[src/rtl/pipe_adder_pkg.sv]
// Shared types and constants for the round-robin front end of the pipelined adder.
package pipe_adder_pkg;

    localparam int DATA_W      = 16;
    localparam int ADD_LATENCY = 4;
    localparam int MAX_REQ     = 8;
    localparam int TAG_ID_W    = $clog2(MAX_REQ);

    typedef logic [TAG_ID_W-1:0] req_id_t;

    typedef struct packed {
        logic    valid;
        req_id_t id;
    } tag_t;

    // Requester index reached by stepping 'offset' places past 'base', wrapping at n.
    function automatic int wrap_idx(input int base, input int offset, input int n);
        return (base + offset) % n;
    endfunction

endpackage

[src/rtl/pipe_adder_arbiter_if.sv]
// Requester-side bundle: per-requester operand handshake plus the tagged result stream.
interface pipe_adder_arbiter_if #(
    parameter int NUM_REQ = 4,
    parameter int DATA_W  = pipe_adder_pkg::DATA_W
);
    localparam int SEL_W = $clog2(NUM_REQ);

    logic [NUM_REQ-1:0]        req_valid;
    logic [NUM_REQ-1:0]        req_ready;
    logic [NUM_REQ*DATA_W-1:0] req_a;
    logic [NUM_REQ*DATA_W-1:0] req_b;
    logic [NUM_REQ-1:0]        req_cin;
    logic                      resp_valid;
    logic [SEL_W-1:0]          resp_id;
    logic [DATA_W-1:0]         resp_sum;
    logic                      resp_cout;

    modport master (
        output req_valid, req_a, req_b, req_cin,
        input  req_ready, resp_valid, resp_id, resp_sum, resp_cout
    );

    modport slave (
        input  req_valid, req_a, req_b, req_cin,
        output req_ready, resp_valid, resp_id, resp_sum, resp_cout
    );

endinterface

[src/rtl/pipe_tag_delay.sv]
// LATENCY-deep shift register of {valid, id} tags that tracks operations through the adder.
module pipe_tag_delay
    import pipe_adder_pkg::*;
#(
    parameter int LATENCY = ADD_LATENCY
) (
    input  logic clk,
    input  logic rst,
    input  tag_t din,
    output tag_t dout
);

    tag_t stage_reg [LATENCY];

    generate
        for (genvar gi = 0; gi < LATENCY; gi++) begin : g_stage
            if (gi == 0) begin : g_head
                always_ff @(posedge clk) begin
                    if (rst) begin
                        stage_reg[gi] <= '0;
                    end else begin
                        stage_reg[gi] <= din;
                    end
                end
            end else begin : g_tail
                always_ff @(posedge clk) begin
                    if (rst) begin
                        stage_reg[gi] <= '0;
                    end else begin
                        stage_reg[gi] <= stage_reg[gi-1];
                    end
                end
            end
        end
    endgenerate

    assign dout = stage_reg[LATENCY-1];

endmodule

[src/rtl/pipe_adder_arbiter.sv]
// Round-robin sharing of one pipelined adder among NUM_REQ requesters, with tagged results and drain tracking.
// Optional registered response stage: define PIPE_ADDER_ARB_RESP_REG_EN.
module pipe_adder_arbiter #(
    parameter int NUM_REQ = 4,
    parameter int LATENCY = pipe_adder_pkg::ADD_LATENCY,
    parameter int DATA_W  = pipe_adder_pkg::DATA_W
) (
    input  logic                          clk,
    input  logic                          rst,
    pipe_adder_arbiter_if.slave           bus,
    output logic [DATA_W-1:0]             add_a,
    output logic [DATA_W-1:0]             add_b,
    output logic                          add_cin,
    input  logic [DATA_W-1:0]             add_sum,
    input  logic                          add_cout,
    input  logic                          quiesce,
    output logic                          idle,
    output logic [$clog2(LATENCY+2)-1:0]  inflight
);

    localparam int SEL_W = $clog2(NUM_REQ);
    localparam int CNT_W = $clog2(LATENCY+2);

    logic [DATA_W-1:0] op_a   [NUM_REQ];
    logic [DATA_W-1:0] op_b   [NUM_REQ];
    logic              op_cin [NUM_REQ];

    generate
        for (genvar gi = 0; gi < NUM_REQ; gi++) begin : g_unpack
            assign op_a[gi]   = bus.req_a[gi*DATA_W +: DATA_W];
            assign op_b[gi]   = bus.req_b[gi*DATA_W +: DATA_W];
            assign op_cin[gi] = bus.req_cin[gi];
        end
    endgenerate

    logic [SEL_W-1:0] rr_ptr_reg;
    logic [SEL_W-1:0] winner;
    logic             found;
    logic             issue;

    // Search starts just past the last grant so every requester gets a turn.
    always_comb begin
        winner = rr_ptr_reg;
        found  = 1'b0;
        for (int k = 1; k <= NUM_REQ; k++) begin
            if (!found && bus.req_valid[pipe_adder_pkg::wrap_idx(int'(rr_ptr_reg), k, NUM_REQ)]) begin
                found  = 1'b1;
                winner = SEL_W'(pipe_adder_pkg::wrap_idx(int'(rr_ptr_reg), k, NUM_REQ));
            end
        end
    end

    assign issue         = (|bus.req_valid) & ~quiesce;
    assign bus.req_ready = issue ? (NUM_REQ'(1) << winner) : '0;

    // Idle cycles push zeros so the adder pipeline carries deterministic bubbles.
    assign add_a   = issue ? op_a[winner]   : '0;
    assign add_b   = issue ? op_b[winner]   : '0;
    assign add_cin = issue ? op_cin[winner] : 1'b0;

    always_ff @(posedge clk) begin
        if (rst) begin
            rr_ptr_reg <= SEL_W'(NUM_REQ-1);
        end else if (issue) begin
            rr_ptr_reg <= winner;
        end
    end

    pipe_adder_pkg::tag_t tag_in;
    pipe_adder_pkg::tag_t tag_out;

    always_comb begin
        tag_in       = '0;
        tag_in.valid = issue;
        tag_in.id    = issue ? pipe_adder_pkg::req_id_t'(winner) : '0;
    end

    pipe_tag_delay #(
        .LATENCY (LATENCY)
    ) u_tag_delay (
        .clk  (clk),
        .rst  (rst),
        .din  (tag_in),
        .dout (tag_out)
    );

    logic             rsp_valid_c;
    logic [SEL_W-1:0] rsp_id_c;
    logic             retire;
    logic             unused_tag_bits;

    assign rsp_valid_c     = tag_out.valid;
    assign rsp_id_c        = tag_out.id[SEL_W-1:0];
    assign unused_tag_bits = ^tag_out.id;

`ifdef PIPE_ADDER_ARB_RESP_REG_EN
    logic              resp_valid_reg;
    logic [SEL_W-1:0]  resp_id_reg;
    logic [DATA_W-1:0] resp_sum_reg;
    logic              resp_cout_reg;

    always_ff @(posedge clk) begin
        if (rst) begin
            resp_valid_reg <= 1'b0;
            resp_id_reg    <= '0;
            resp_sum_reg   <= '0;
            resp_cout_reg  <= 1'b0;
        end else begin
            resp_valid_reg <= rsp_valid_c;
            resp_id_reg    <= rsp_id_c;
            resp_sum_reg   <= add_sum;
            resp_cout_reg  <= add_cout;
        end
    end

    assign bus.resp_valid = resp_valid_reg;
    assign bus.resp_id    = resp_id_reg;
    assign bus.resp_sum   = resp_sum_reg;
    assign bus.resp_cout  = resp_cout_reg;
    assign retire         = resp_valid_reg;
`else
    assign bus.resp_valid = rsp_valid_c;
    assign bus.resp_id    = rsp_id_c;
    assign bus.resp_sum   = add_sum;
    assign bus.resp_cout  = add_cout;
    assign retire         = rsp_valid_c;
`endif

    logic [CNT_W-1:0] inflight_reg;
    logic [CNT_W-1:0] inflight_next;

    // An operation counts as in flight until the cycle its result is presented.
    always_comb begin
        inflight_next = inflight_reg;
        if (issue && !retire) begin
            inflight_next = inflight_reg + CNT_W'(1);
        end else if (!issue && retire) begin
            inflight_next = inflight_reg - CNT_W'(1);
        end
    end

    always_ff @(posedge clk) begin
        if (rst) begin
            inflight_reg <= '0;
        end else begin
            inflight_reg <= inflight_next;
        end
    end

    assign inflight = inflight_reg;
    assign idle     = (inflight_reg == '0);

endmodule

[src/flat_wrapper.sv]
// flat-port wrapper written by rule: the top's interface ports become plain ports
module pipe_adder_arbiter_flat 
#(
    parameter int NUM_REQ = 4,
    parameter int LATENCY = pipe_adder_pkg::ADD_LATENCY,
    parameter int DATA_W  = pipe_adder_pkg::DATA_W
)
  (clk, rst, add_a, add_b, add_cin, add_sum, add_cout, quiesce, idle, inflight, bus_req_valid, bus_req_a, bus_req_b, bus_req_cin, bus_req_ready, bus_resp_valid, bus_resp_id, bus_resp_sum, bus_resp_cout);
  pipe_adder_arbiter_if #(.NUM_REQ(NUM_REQ), .DATA_W(DATA_W)) bus_i ();
  input  logic clk;
  input  logic rst;
  output logic [DATA_W-1:0] add_a;
  output logic [DATA_W-1:0] add_b;
  output logic add_cin;
  input  logic [DATA_W-1:0] add_sum;
  input  logic add_cout;
  input  logic quiesce;
  output logic idle;
  output logic [$clog2(LATENCY+2)-1:0] inflight;
  input wire logic [$bits(bus_i.req_valid)-1:0] bus_req_valid;
  input wire logic [$bits(bus_i.req_a)-1:0] bus_req_a;
  input wire logic [$bits(bus_i.req_b)-1:0] bus_req_b;
  input wire logic [$bits(bus_i.req_cin)-1:0] bus_req_cin;
  output wire logic [$bits(bus_i.req_ready)-1:0] bus_req_ready;
  output wire logic [$bits(bus_i.resp_valid)-1:0] bus_resp_valid;
  output wire logic [$bits(bus_i.resp_id)-1:0] bus_resp_id;
  output wire logic [$bits(bus_i.resp_sum)-1:0] bus_resp_sum;
  output wire logic [$bits(bus_i.resp_cout)-1:0] bus_resp_cout;
  assign bus_i.req_valid = bus_req_valid;
  assign bus_i.req_a = bus_req_a;
  assign bus_i.req_b = bus_req_b;
  assign bus_i.req_cin = bus_req_cin;
  assign bus_req_ready = bus_i.req_ready;
  assign bus_resp_valid = bus_i.resp_valid;
  assign bus_resp_id = bus_i.resp_id;
  assign bus_resp_sum = bus_i.resp_sum;
  assign bus_resp_cout = bus_i.resp_cout;
  pipe_adder_arbiter #(.NUM_REQ(NUM_REQ), .LATENCY(LATENCY), .DATA_W(DATA_W)) u_core (.clk(clk), .rst(rst), .bus(bus_i), .add_a(add_a), .add_b(add_b), .add_cin(add_cin), .add_sum(add_sum), .add_cout(add_cout), .quiesce(quiesce), .idle(idle), .inflight(inflight));
endmodule
[config.mk]
export PLATFORM = sky130hd
export DESIGN_NAME = pipe_adder_arbiter_flat
export DESIGN_NICKNAME = d
export VERILOG_FILES = /design/src/rtl/pipe_adder_pkg.sv /design/src/rtl/pipe_adder_arbiter_if.sv /design/src/rtl/pipe_tag_delay.sv /design/src/rtl/pipe_adder_arbiter.sv /design/src/flat_wrapper.sv
export SDC_FILE = /design/constraint.sdc
export NUM_CORES = 1
export LEC_CHECK = 0
export ABC_AREA = 1
export CORE_AREA = 2 2 85 87
export CTS_CLUSTER_DIAMETER = 200
export DETAILED_ROUTE_END_ITERATION = 6
export DIE_AREA = 0 0 87 89
export DONT_BUFFER_PORTS = 1
export GPL_ROUTABILITY_DRIVEN = 0
export HOLD_SLACK_MARGIN = 0.15
export PLACE_DENSITY = 0.55
export SYNTH_ARGS = -nofsm -noshare
export SYNTH_HDL_FRONTEND = slang
export SYNTH_SLANG_ARGS = --single-unit
[constraint.sdc]
create_clock -name clk -period 7.2 [get_ports clk]
set_input_delay 2.16 -clock clk [delete_from_list [all_inputs] [get_ports clk]]
set_output_delay 2.16 -clock clk [all_outputs]
set_load 0.005 [all_outputs]
==> results of run 1 <==
layout by cell type, fill, tap and decap left out, types with 2 or more instances in the layout:
master / n
a21oi_1: 26
buf_4: 2
clkbuf_8: 3
dfxtp_1: 17
inv_1: 70
inv_2: 6
nand2_1: 146
nand2_2: 6
nand2_4: 3
nand3_1: 80
nor2_1: 42
o211ai_1: 2
o21ai_0: 4
or2_0: 10
or2_1: 9
or2_2: 5
power groups by stage:
stage	combinational, mW	sequential, mW	clock, mW
after floorplan	0.441	0.109	0
after global placement	0.463	0.113	0
after detailed placement	0.470	0.113	0
after CTS	0.471	0.111	0.0723
after global routing	0.536	0.112	0.0758
final	0.467	0.111	0.0700
routing by layer:
layer / up-vias / global-route usage [%] / wire (um) / part of all wire [%]
li1: 1371 / - / - / -
met4: 0 / 3.84 / 48 / 0.68
met3: 6 / 2.77 / 596 / 8.5
met2: 145 / 30.1 / 3510 / 50
met1: 1154 / 18.1 / 2870 / 41
met5: - / 0 / 0 / 0
cell families (layout without fill, tap and decap cells):
group,Yosys count,count (layout),share of synthesized area (%)
AOI/OAI and AO/OA,33,33,6.76
xor gates and xnor gates,1,1,0.346
adders and majority gates,2,2,1.28
buffers and inverters,121,83,23.6
DFF,17,17,13.4
and+or+nand+nor,307,307,54.6
area by class of cell:
cell class / count / area [um2] / area share (%)
inverters: 77 / 294 / 12.3
multi-input cells: 343 / 1600 / 66.7
repair buffers: 2 / 15.0 / 0.628
well taps: 80 / 100 / 4.18
clock buffers: 3 / 41.3 / 1.73
flip-flops and latches: 17 / 340 / 14.2
clock inverters: 1 / 5.00 / 0.209
worst max-delay path, cell delays in order:
cell	delay (ps)
nand2_1	40
nand2_2	130
nand2_1	60
nand2_1	130
nand3_2	120
nand2_4	350
nand2_4	420
buf_4	350
nand2_1	80
nand3_1	60
a21oi_1	280
per-stage QoR:
stage / hold slack [ps] / cell area (um2) / power [mW]
after detailed placement: 394 / 2350 / 0.583
after global routing: 420 / 2390 / 0.724
final: 400 / 2390 / 0.648
after floorplan: 388 / 2530 / 0.549
after CTS: 399 / 2390 / 0.654
after global placement: 389 / 2350 / 0.576
final timing paths:
check,endpoint,cells past startpoint,slack (ps),startpoint
hold / removal,u_core.u_tag_delay.stage_reg[1][1],2,400,u_core.u_tag_delay.stage_reg[0][1]
hold reg to reg,u_core.u_tag_delay.stage_reg[1][1],2,400,u_core.u_tag_delay.stage_reg[0][1]
setup / recovery,add_b[8],11,840,bus_req_valid[0]
setup reg to reg,u_core.rr_ptr_reg[1],12,4530,u_core.rr_ptr_reg[0]
==> summary.md, run 1 <==
| Metric | Value |
|---|---|
| Result of the run | finished clean |
| Post-synthesis sequential element count | 17 |
| Max clock buf depth | 2 |
| DR WL/cell | 13.4 um |
| Count of antenna diodes in the layout | 0 |
| Classification of the worst setup path | in2out |
| Number of instances in the placed design | 519 |
| Post-Syn Area | 2530 um2 |
| Total number of vias | 2676 |
| Register clock-pin slew on the reported worst setup and hold paths | 70 ps |
| Startpoint types | primary input |
| Largest register FFs | 12 |
| Mean instance size in the synthesized netlist | 5.27 um2 |
| Setup repair after global routing missed its margin | false |
| Actual slew at the worst max-slew pin | 686 ps |
| Most used flip-flop cell after synthesis | dfxtp_1 |
| First-pass GRT wire length | 9960 um |
| Highest clock frequency the design can meet | 157 MHz |
| Sinks on Clock Net | 17 |
| Internal power contribution | 0.282 mW |
| Number of hold violations in the final report | 0 |
| Starting Density | 37.7% |
| Sequential fraction of the synthesis area | 13.4% |
| Number of antenna violations at the first check in global routing | 0 |
| Worst slew margin relative to its limit | 54.1% |
| Final cycle utilization of the critical path | 88.3% |
| Number of enable-type register cells in the synthesized netlist | 0 |
| Largest fanout of any net on the critical path | 53 |
| DRC errors left | 0 |
| PwrDens | 271 nW/um2 |
| Placeable core area | 6720 um2 |
| Top cell type's share of synthesized area | 21.6% |
| Total overflow reported by the global router | 0 |
| Synthesized netlist net count | 639 |
| Share of final-layout standard cells stronger than drive strength 1 | 7.00% |
| Part of the power in registers | 17.1% |
| Clk_skew | 2.90 ps |
| Unique masters post-synth | 30 |
| NetSw | 0.366 mW |
| Worst hold path type | reg2reg |
| Remaining antenna violation count after routing | 0 |
| Pre-CTS setup slack | 833 ps |
| DR pass1 iterations | 4 |
| Fin nets | 602 |
| Worst vdd rail ir drop | 0.0000806 V |
| Fin util | 35.6% |
| Total setup violations reported at the end of the flow | 0 |
| Number of levels the H-tree was split into | 1 |
| Relative contribution of the clock network to total power | 10.8% |
| Most frequent cells after synthesis | nand2_1, nand3_1, inv_1, nor2_1, a21oi_1 |
| Crit path required time | 5040 ps |
| Tmin final | 6360 ps |
| Die area | 7740 um2 |
| Number of gates resized after cts | 0 |
| Clock root buffer | clkbuf_8 |
| Quantity of I/O buffers inserted on ports | 0 |
| Gr usage total | 15.8% |
| Leading post-synthesis cells by cell area | nand2_1, nand3_1, dfxtp_1 |
| Detailed Route Iter0 Violations | 101 |
| Standby leakage power | 1.33 nW |
| Least setup slack across all paths after layout | 844 ps |
| Switching fraction of total power | 56.5% |
| FFs w/ async S/R, synth | 0% |
| Overall routed net length | 7020 um |
| Cell type with the highest aggregate area in the netlist | nand2_1 |
| IO Pins | 217 |
| Total negative setup slack | 0 ps |
| Maximum capacitance violations | 0 |
| Clock latency reported for the late side of the worst-skew pair | 250 ps |
| Clock tree from TritonCTS | built |
| Synth Instances | 481 |
| Count leader, synth | nand2_1 |
| Largest net degree at the start of global routing | 54 |
| Vias/cell | 5.12 |
| Height of the chip | 89 um |
| Area delta synth->final | -5.63% |
| Share of power burned in combinational logic | 72.1% |
| Warnings, synthesis | 0 |
| Number of setup buffers added after CTS | 0 |
| Critical Path Sink Type | primary output |
| Arrival time of the worst setup path | 4200 ps |
| Layout filler cell count | 753 |
| Final cell count without fillers | 523 |
| Cts-stage hold buffer count | 0 |
| Fin. max-slew vios | 0 |
| Number of clock buffers inserted by TritonCTS | 3 |
| Die width | 87 um |
| HPWL after detailed placement | 5340 um |
| Rows | 30 |
| Number of global-route vias before repair | 2260 |
Note: power is estimated with default switching activity, not from simulation.
==> run 2: changes to the inputs <==
--- a/config.mk
+++ b/config.mk
@@ -14,5 +14,4 @@
 export GPL_ROUTABILITY_DRIVEN = 0
 export HOLD_SLACK_MARGIN = 0.15
-export PLACE_DENSITY = 0.55
 export SYNTH_ARGS = -nofsm -noshare
 export SYNTH_HDL_FRONTEND = slang
==> constraint.sdc (replaced) <==
create_clock -name clk -period 7.2 [get_ports clk]
set_input_delay 1.44 -clock clk [delete_from_list [all_inputs] [get_ports clk]]
set_output_delay 1.44 -clock clk [all_outputs]
set_load 0.005 [all_outputs]
==> run 2 against run 1 <==
Effect of this change: core utilization is 0.24 points lower; first-iteration DRC count decreased by 42%; sequential share of layout area is 0.097 points higher; fmax increased by 21%; wire length fell by 3.1%; global-route usage down 0.71 points; critical path depth stayed put; flip-flop and latch count is the same; count of clock-buffer cells in the layout up 1.
==> summary.md, run 2 (same netlist as run 1, synthesis figures left out) <==
| Metric | Value |
|---|---|
| Highest clock frequency the design can meet | 190 MHz (+21%) |
| Worst slew margin relative to its limit | 50.3% (-3.8 points) |
| Cts-stage hold buffer count | 0 (unchanged) |
| Total number of vias | 2681 (+0.19%) |
| Detailed Route Iter0 Violations | 59 (-42%) |
| IO Pins | 217 (unchanged) |
| Fin nets | 600 (-0.33%) |
| Remaining antenna violation count after routing | 0 (unchanged) |
| DR pass1 iterations | 4 (unchanged) |
| Overall routed net length | 6810 um (-3.1%) |
| Actual slew at the worst max-slew pin | 745 ps (+59.5 ps) |
| Largest fanout of any net on the critical path | 80 (+51%) |
| Sinks on Clock Net | 17 (unchanged) |
| Worst vdd rail ir drop | 0.000102 V (+26%) |
| Total overflow reported by the global router | 0 (unchanged) |
| Height of the chip | 89 um (unchanged) |
| Total negative setup slack | 0 ps (unchanged) |
| Critical Path Sink Type | primary output |
| Clock latency reported for the late side of the worst-skew pair | 250 ps (about the same) |
| Total Power Consumption | 0.641 mW (-1.1%) |
| Clock root buffer | clkbuf_8 |
| Crit path required time | 5760 ps (+720 ps) |
| Area delta synth->final | -6.27% |
| Commonest cells after routing, fill and taps aside | nand2_1, nand3_1, inv_1, nor2_1, a21oi_1 |
| Startpoint types | primary input |
| Classification of the worst setup path | in2out |
| Result of the run | finished clean |
| Global-route layer with the greatest usage | met2 |
| Arrival time of the worst setup path | 3820 ps (-380 ps) |
| Number of setup buffers added after CTS | 0 (unchanged) |
| Global routing met3 resource utilization | 1.66% (-1.1 points) |
| Number of hold violations in the final report | 0 (unchanged) |
| Worst hold path type | reg2reg |
| Rows | 30 (unchanged) |
| Placeable core area | 6720 um2 (unchanged) |
| Starting Density | 37.7% (unchanged) |
| Final cycle utilization of the critical path | 73.1% (-15 points) |
| Met1 global-route usage | 16.6% (-1.5 points) |
| Tmin final | 5260 ps (-1090 ps) |
| Number of gates resized after cts | 0 (unchanged) |
| Gr usage total | 15.1% (-0.71 points) |
| Largest register FFs | 12 (unchanged) |
| Largest net degree at the start of global routing | 81 (+50%) |
| Met2 Track Usage GR | 29.7% (-0.42 points) |
| DR WL/cell | 13.1 um (-2.7%) |
| Number of antenna violations at the first check in global routing | 0 (unchanged) |
| PwrDens | 270 nW/um2 (-0.38%) |
| Fin. max-slew vios | 0 (unchanged) |
| Maximum capacitance violations | 0 (unchanged) |
| Die area | 7740 um2 (unchanged) |
| First-pass GRT wire length | 9600 um (-3.6%) |
| Number of clock buffers inserted by TritonCTS | 3 (unchanged) |
| Number of global-route vias before repair | 2197 (-2.8%) |
| Number of instances in the placed design | 517 (-0.39%) |
| Count of antenna diodes in the layout | 0 (unchanged) |
| Share of final-layout standard cells stronger than drive strength 1 | 6.35% (-0.65 points) |
| Die width | 87 um (unchanged) |
| Register clock-pin slew on the reported worst setup and hold paths | 60 ps (about the same) |
| Most common cell after layout, fill and taps aside | nand2_1 |
| Cell area after layout | 2380 um2 (-0.68%) |
| Final cell count without fillers | 521 (-0.38%) |
| DRC errors left | 0 (unchanged) |
| Setup repair after global routing missed its margin | false |
| Clk_skew | 1.15 ps (-1.75 ps) |
| Number of levels the H-tree was split into | 1 (unchanged) |
| Clock tree from TritonCTS | built |
| Max clock buf depth | 2 (unchanged) |
| Quantity of I/O buffers inserted on ports | 0 (unchanged) |
| Vias/cell | 5.15 (+0.57%) |
| Standby leakage power | 1.32 nW (-0.89%) |
| HPWL after detailed placement | 5160 um (-3.4%) |
| Instance area at placement | 2330 um2 (-0.64%) |
| Total setup violations reported at the end of the flow | 0 (unchanged) |
[run 2: cell count changes in the layout (fill, tap and decap cells not counted), sizes merged]
cell,previous run,this run
clkbuf,3,4
clkinv,1,0
buf,2,0
[run 2: worst paths after layout]
path / startpoint / to / slack [ps] / depth (start not counted)
hold reg to reg: u_core.u_tag_delay.stage_reg[2][0] / u_core.u_tag_delay.stage_reg[3][0] / 400 / 2
setup reg to reg: u_core.rr_ptr_reg[0] / u_core.rr_ptr_reg[0] / 4130 / 11
hold / removal: u_core.u_tag_delay.stage_reg[2][0] / u_core.u_tag_delay.stage_reg[3][0] / 400 / 2
setup / recovery: bus_req_valid[3] / add_b[7] / 1940 / 11
[run 2: routing by layer]
layer	share of wire, %	up-vias
li1	-	1366
met1	39	1161
met2	51	142
met3	8.1	12
met4	1.6	0
met5	0	-
[run 2: stage by stage]
| stage | hold WS (ps) | worst slack (ps) | utilization, % |
|---|---|---|---|
| final | 403 | 1940 | 35.4 |
| after global routing | 417 | 1720 | 35.4 |
| after CTS | 404 | 1980 | 35.4 |
| after detailed placement | 396 | 1980 | 34.7 |
| after global placement | 388 | 2040 | 34.7 |
| after floorplan | 388 | 3220 | - |
[run 2: power breakdown]
part	switching, mW	leakage (nW)	internal, mW
combinational	0.322	1.16	0.140
clock	0.0291	0.0228	0.0392
sequential	0.00890	0.139	0.102
[run 2: layout make-up]
type                            instances  area [um2]
Inverter                               77         294
Multi-Input combinational cell        343        1600
Fill cell                             758        4340
Clock buffer                            4        45.0
Tap cell                               80         100
Sequential cell                        17         340
[run 2: worst max-delay path: stages]
cell and delay, ps:
nand2_1 60, nand2_1 90, nand2_1 70, nand2_1 90, nor2_4 150, nand3_4 390, nand2_4 730, inv_2 260
or2_2 330, nand2_1 70, nand2_1 60
==> run 3: changes to the inputs <==
clock period = 5.1 ns   (was 7.2 ns; I/O delays follow)
==> run 3 against run 2 <==
Effect of this change: sequential power rose by 41%; hold slack is essentially flat; via count is 1.6% higher; highest routed layer unchanged; wire length rose by 2.5%; register-to-register slack got worse by 1900 ps; power is 42% higher; count of clock-buffer cells in the layout is the same; combinational power up 42%; cell count rose by 0.19%; cell area grew 0.32%; clock skew barely moved; first-iteration DRC count increased by 61%.
==> summary.md, run 3 (same netlist as run 1, synthesis figures left out) <==
| Metric | Value |
|---|---|
| Result of the run | finished clean |
| Arrival time of the worst setup path | 3170 ps (-650 ps) |
| Number of antenna violations at the first check in global routing | 0 (unchanged) |
| Max clock buf depth | 2 (unchanged) |
| Actual slew at the worst max-slew pin | 711 ps (-34.4 ps) |
| IO Pins | 217 (unchanged) |
| Largest net degree at the start of global routing | 55 (-32%) |
| Most common cell after layout, fill and taps aside | nand2_1 |
| Tmin final | 4190 ps |
| Height of the chip | 89 um (unchanged) |
| Cts-stage hold buffer count | 0 (unchanged) |
| Total negative setup slack | 0 ps (unchanged) |
| Number of instances in the placed design | 518 (+0.19%) |
| Crit path required time | 4080 ps (-1680 ps) |
| Classification of the worst setup path | in2out |
| Total setup violations reported at the end of the flow | 0 (unchanged) |
| Area delta synth->final | -5.97% |
| HPWL after detailed placement | 5220 um (+1.1%) |
| Instance area at placement | 2340 um2 (+0.32%) |
| Total number of vias | 2723 (+1.6%) |
| Worst setup path start | bus_req_valid[0] |
| Register clock-pin slew on the reported worst setup and hold paths | 60 ps (about the same) |
| Gr usage total | 15.2% (+0.13 points) |
| Final cycle utilization of the critical path | 82.2% |
| Commonest cells after routing, fill and taps aside | nand2_1, nand3_1, inv_1, nor2_1, a21oi_1 |
| Placeable core area | 6720 um2 (unchanged) |
| Destination of the critical timing path | add_b[4] |
| Worst reg-to-reg setup slack | 2250 ps (-1880 ps) |
| Standby leakage power | 1.33 nW (+0.37%) |
| Clock tree from TritonCTS | built |
| Largest register FFs | 12 (unchanged) |
| Sinks on Clock Net | 17 (unchanged) |
| Die area | 7740 um2 (unchanged) |
| Clock latency reported for the late side of the worst-skew pair | 250 ps (about the same) |
| Startpoint types | primary input |
| Worst hold path type | reg2reg |
| Fin. max-slew vios | 0 (unchanged) |
| Cell area after layout | 2380 um2 (+0.32%) |
| Final cell count without fillers | 522 (+0.19%) |
| DR pass1 iterations | 6 (+2) |
| Area used by multi-input combinational logic | 1600 um2 (unchanged) |
| Worst-case hold slack | 404 ps (+0.251 ps) |
| Highest clock frequency the design can meet | 238 MHz |
| Number of global-route vias before repair | 2228 (+1.4%) |
| DR WL/cell | 13.4 um (+2.3%) |
| Maximum capacitance violations | 0 (unchanged) |
| Fin util | 35.5% (+0.11 points) |
| Number of setup buffers added after CTS | 0 (unchanged) |
| Number of levels the H-tree was split into | 1 (unchanged) |
| Clock root buffer | clkbuf_8 |
| Die width | 87 um (unchanged) |
| Overall routed net length | 6970 um (+2.5%) |
| Worst Reg-to-Reg Cells | 11 (unchanged) |
| Fin nets | 601 (+0.17%) |
| Critical Path Sink Type | primary output |
| Pre-CTS setup slack | 857 ps (-1120 ps) |
| Quantity of I/O buffers inserted on ports | 0 (unchanged) |
| DRC errors left | 0 (unchanged) |
| Number of clock buffers inserted by TritonCTS | 3 (unchanged) |
| Vias/cell | 5.22 (+1.4%) |
| Layout filler cell count | 759 (+0.13%) |
| Least setup slack across all paths after layout | 905 ps (-1030 ps) |
| Number of gates resized after cts | 0 (unchanged) |
| Detailed Route Iter0 Violations | 95 (+61%) |
| Setup repair after global routing missed its margin | false |
| Share of final-layout standard cells stronger than drive strength 1 | 6.56% (+0.21 points) |
| Footprint of the flip-flops and latches | 340 um2 (unchanged) |
| PwrDens | 382 nW/um2 (+41%) |
| Count of antenna diodes in the layout | 0 (unchanged) |
| Largest fanout of any net on the critical path | 54 (-33%) |
| Total overflow reported by the global router | 0 (unchanged) |
| Starting Density | 37.7% (unchanged) |
| Total Power Consumption | 0.910 mW (+42%) |
| FF-to-FF Start | u_core.rr_ptr_reg[0] |
| First-pass GRT wire length | 9670 um (+0.72%) |
| Clk_skew | 0.683 ps (-0.469 ps) |
| Rows | 30 (unchanged) |
| Number of hold violations in the final report | 0 (unchanged) |
| Terminus of the critical flop-to-flop path | u_core.rr_ptr_reg[0] |
| Worst slew margin relative to its limit | 52.4% (+2.1 points) |
| Remaining antenna violation count after routing | 0 (unchanged) |
| Worst vdd rail ir drop | 0.000132 V (+30%) |
run 3: changes by cell type in the layout (fill, tap and decap cells not counted), sizes merged:
cell / change
buf: +1
run 3: cell type report:
type | instances | area share [%]
multi-input combinational | 343 | 67.0
sequential | 17 | 14.3
inverter | 77 | 12.3
tap | 80 | 4.20
clock buffer | 4 | 1.89
timing repair buffer | 1 | 0.315
run 3: per-layer routing:
metal	vias up	wire (um)	track usage, %
met3	14	493	1.39
met5	-	0	0
li1	1373	-	-
met4	0	130	4.69
met1	1200	2770	16.7
met2	136	3580	30.4
run 3: critical path: stages:
cell and delay (ps):
nand2_1 60, nand2_2 90, nand2_2 110, nand2_4 80, nor2_4 110, nand3_4 370, nand2_4 630, buf_4 360
or2_0 140, nand3_1 70, nand2_1 120
run 3: power breakdown:
group          internal [mW]  switching (mW)
Clock                 0.0553          0.0413
Sequential             0.144          0.0124
Combinational          0.199           0.458
run 3: how the worst min path moves through the flow:
| stage | start | end | slack (ps) | cells after the start |
|---|---|---|---|---|
| finish | u_core.u_tag_delay.stage_reg[1][0] | u_core.u_tag_delay.stage_reg[2][0] | 400 | 2 |
| global route | u_core.u_tag_delay.stage_reg[0][3] | u_core.u_tag_delay.stage_reg[1][3] | 420 | 2 |
| CTS | u_core.u_tag_delay.stage_reg[1][0] | u_core.u_tag_delay.stage_reg[2][0] | 400 | 2 |
| detailed placement | u_core.u_tag_delay.stage_reg[1][0] | u_core.u_tag_delay.stage_reg[2][0] | 400 | 2 |
| global placement | u_core.u_tag_delay.stage_reg[1][1] | u_core.u_tag_delay.stage_reg[2][1] | 390 | 2 |
| floorplan | u_core.u_tag_delay.stage_reg[0][0] | u_core.u_tag_delay.stage_reg[1][0] | 390 | 2 |
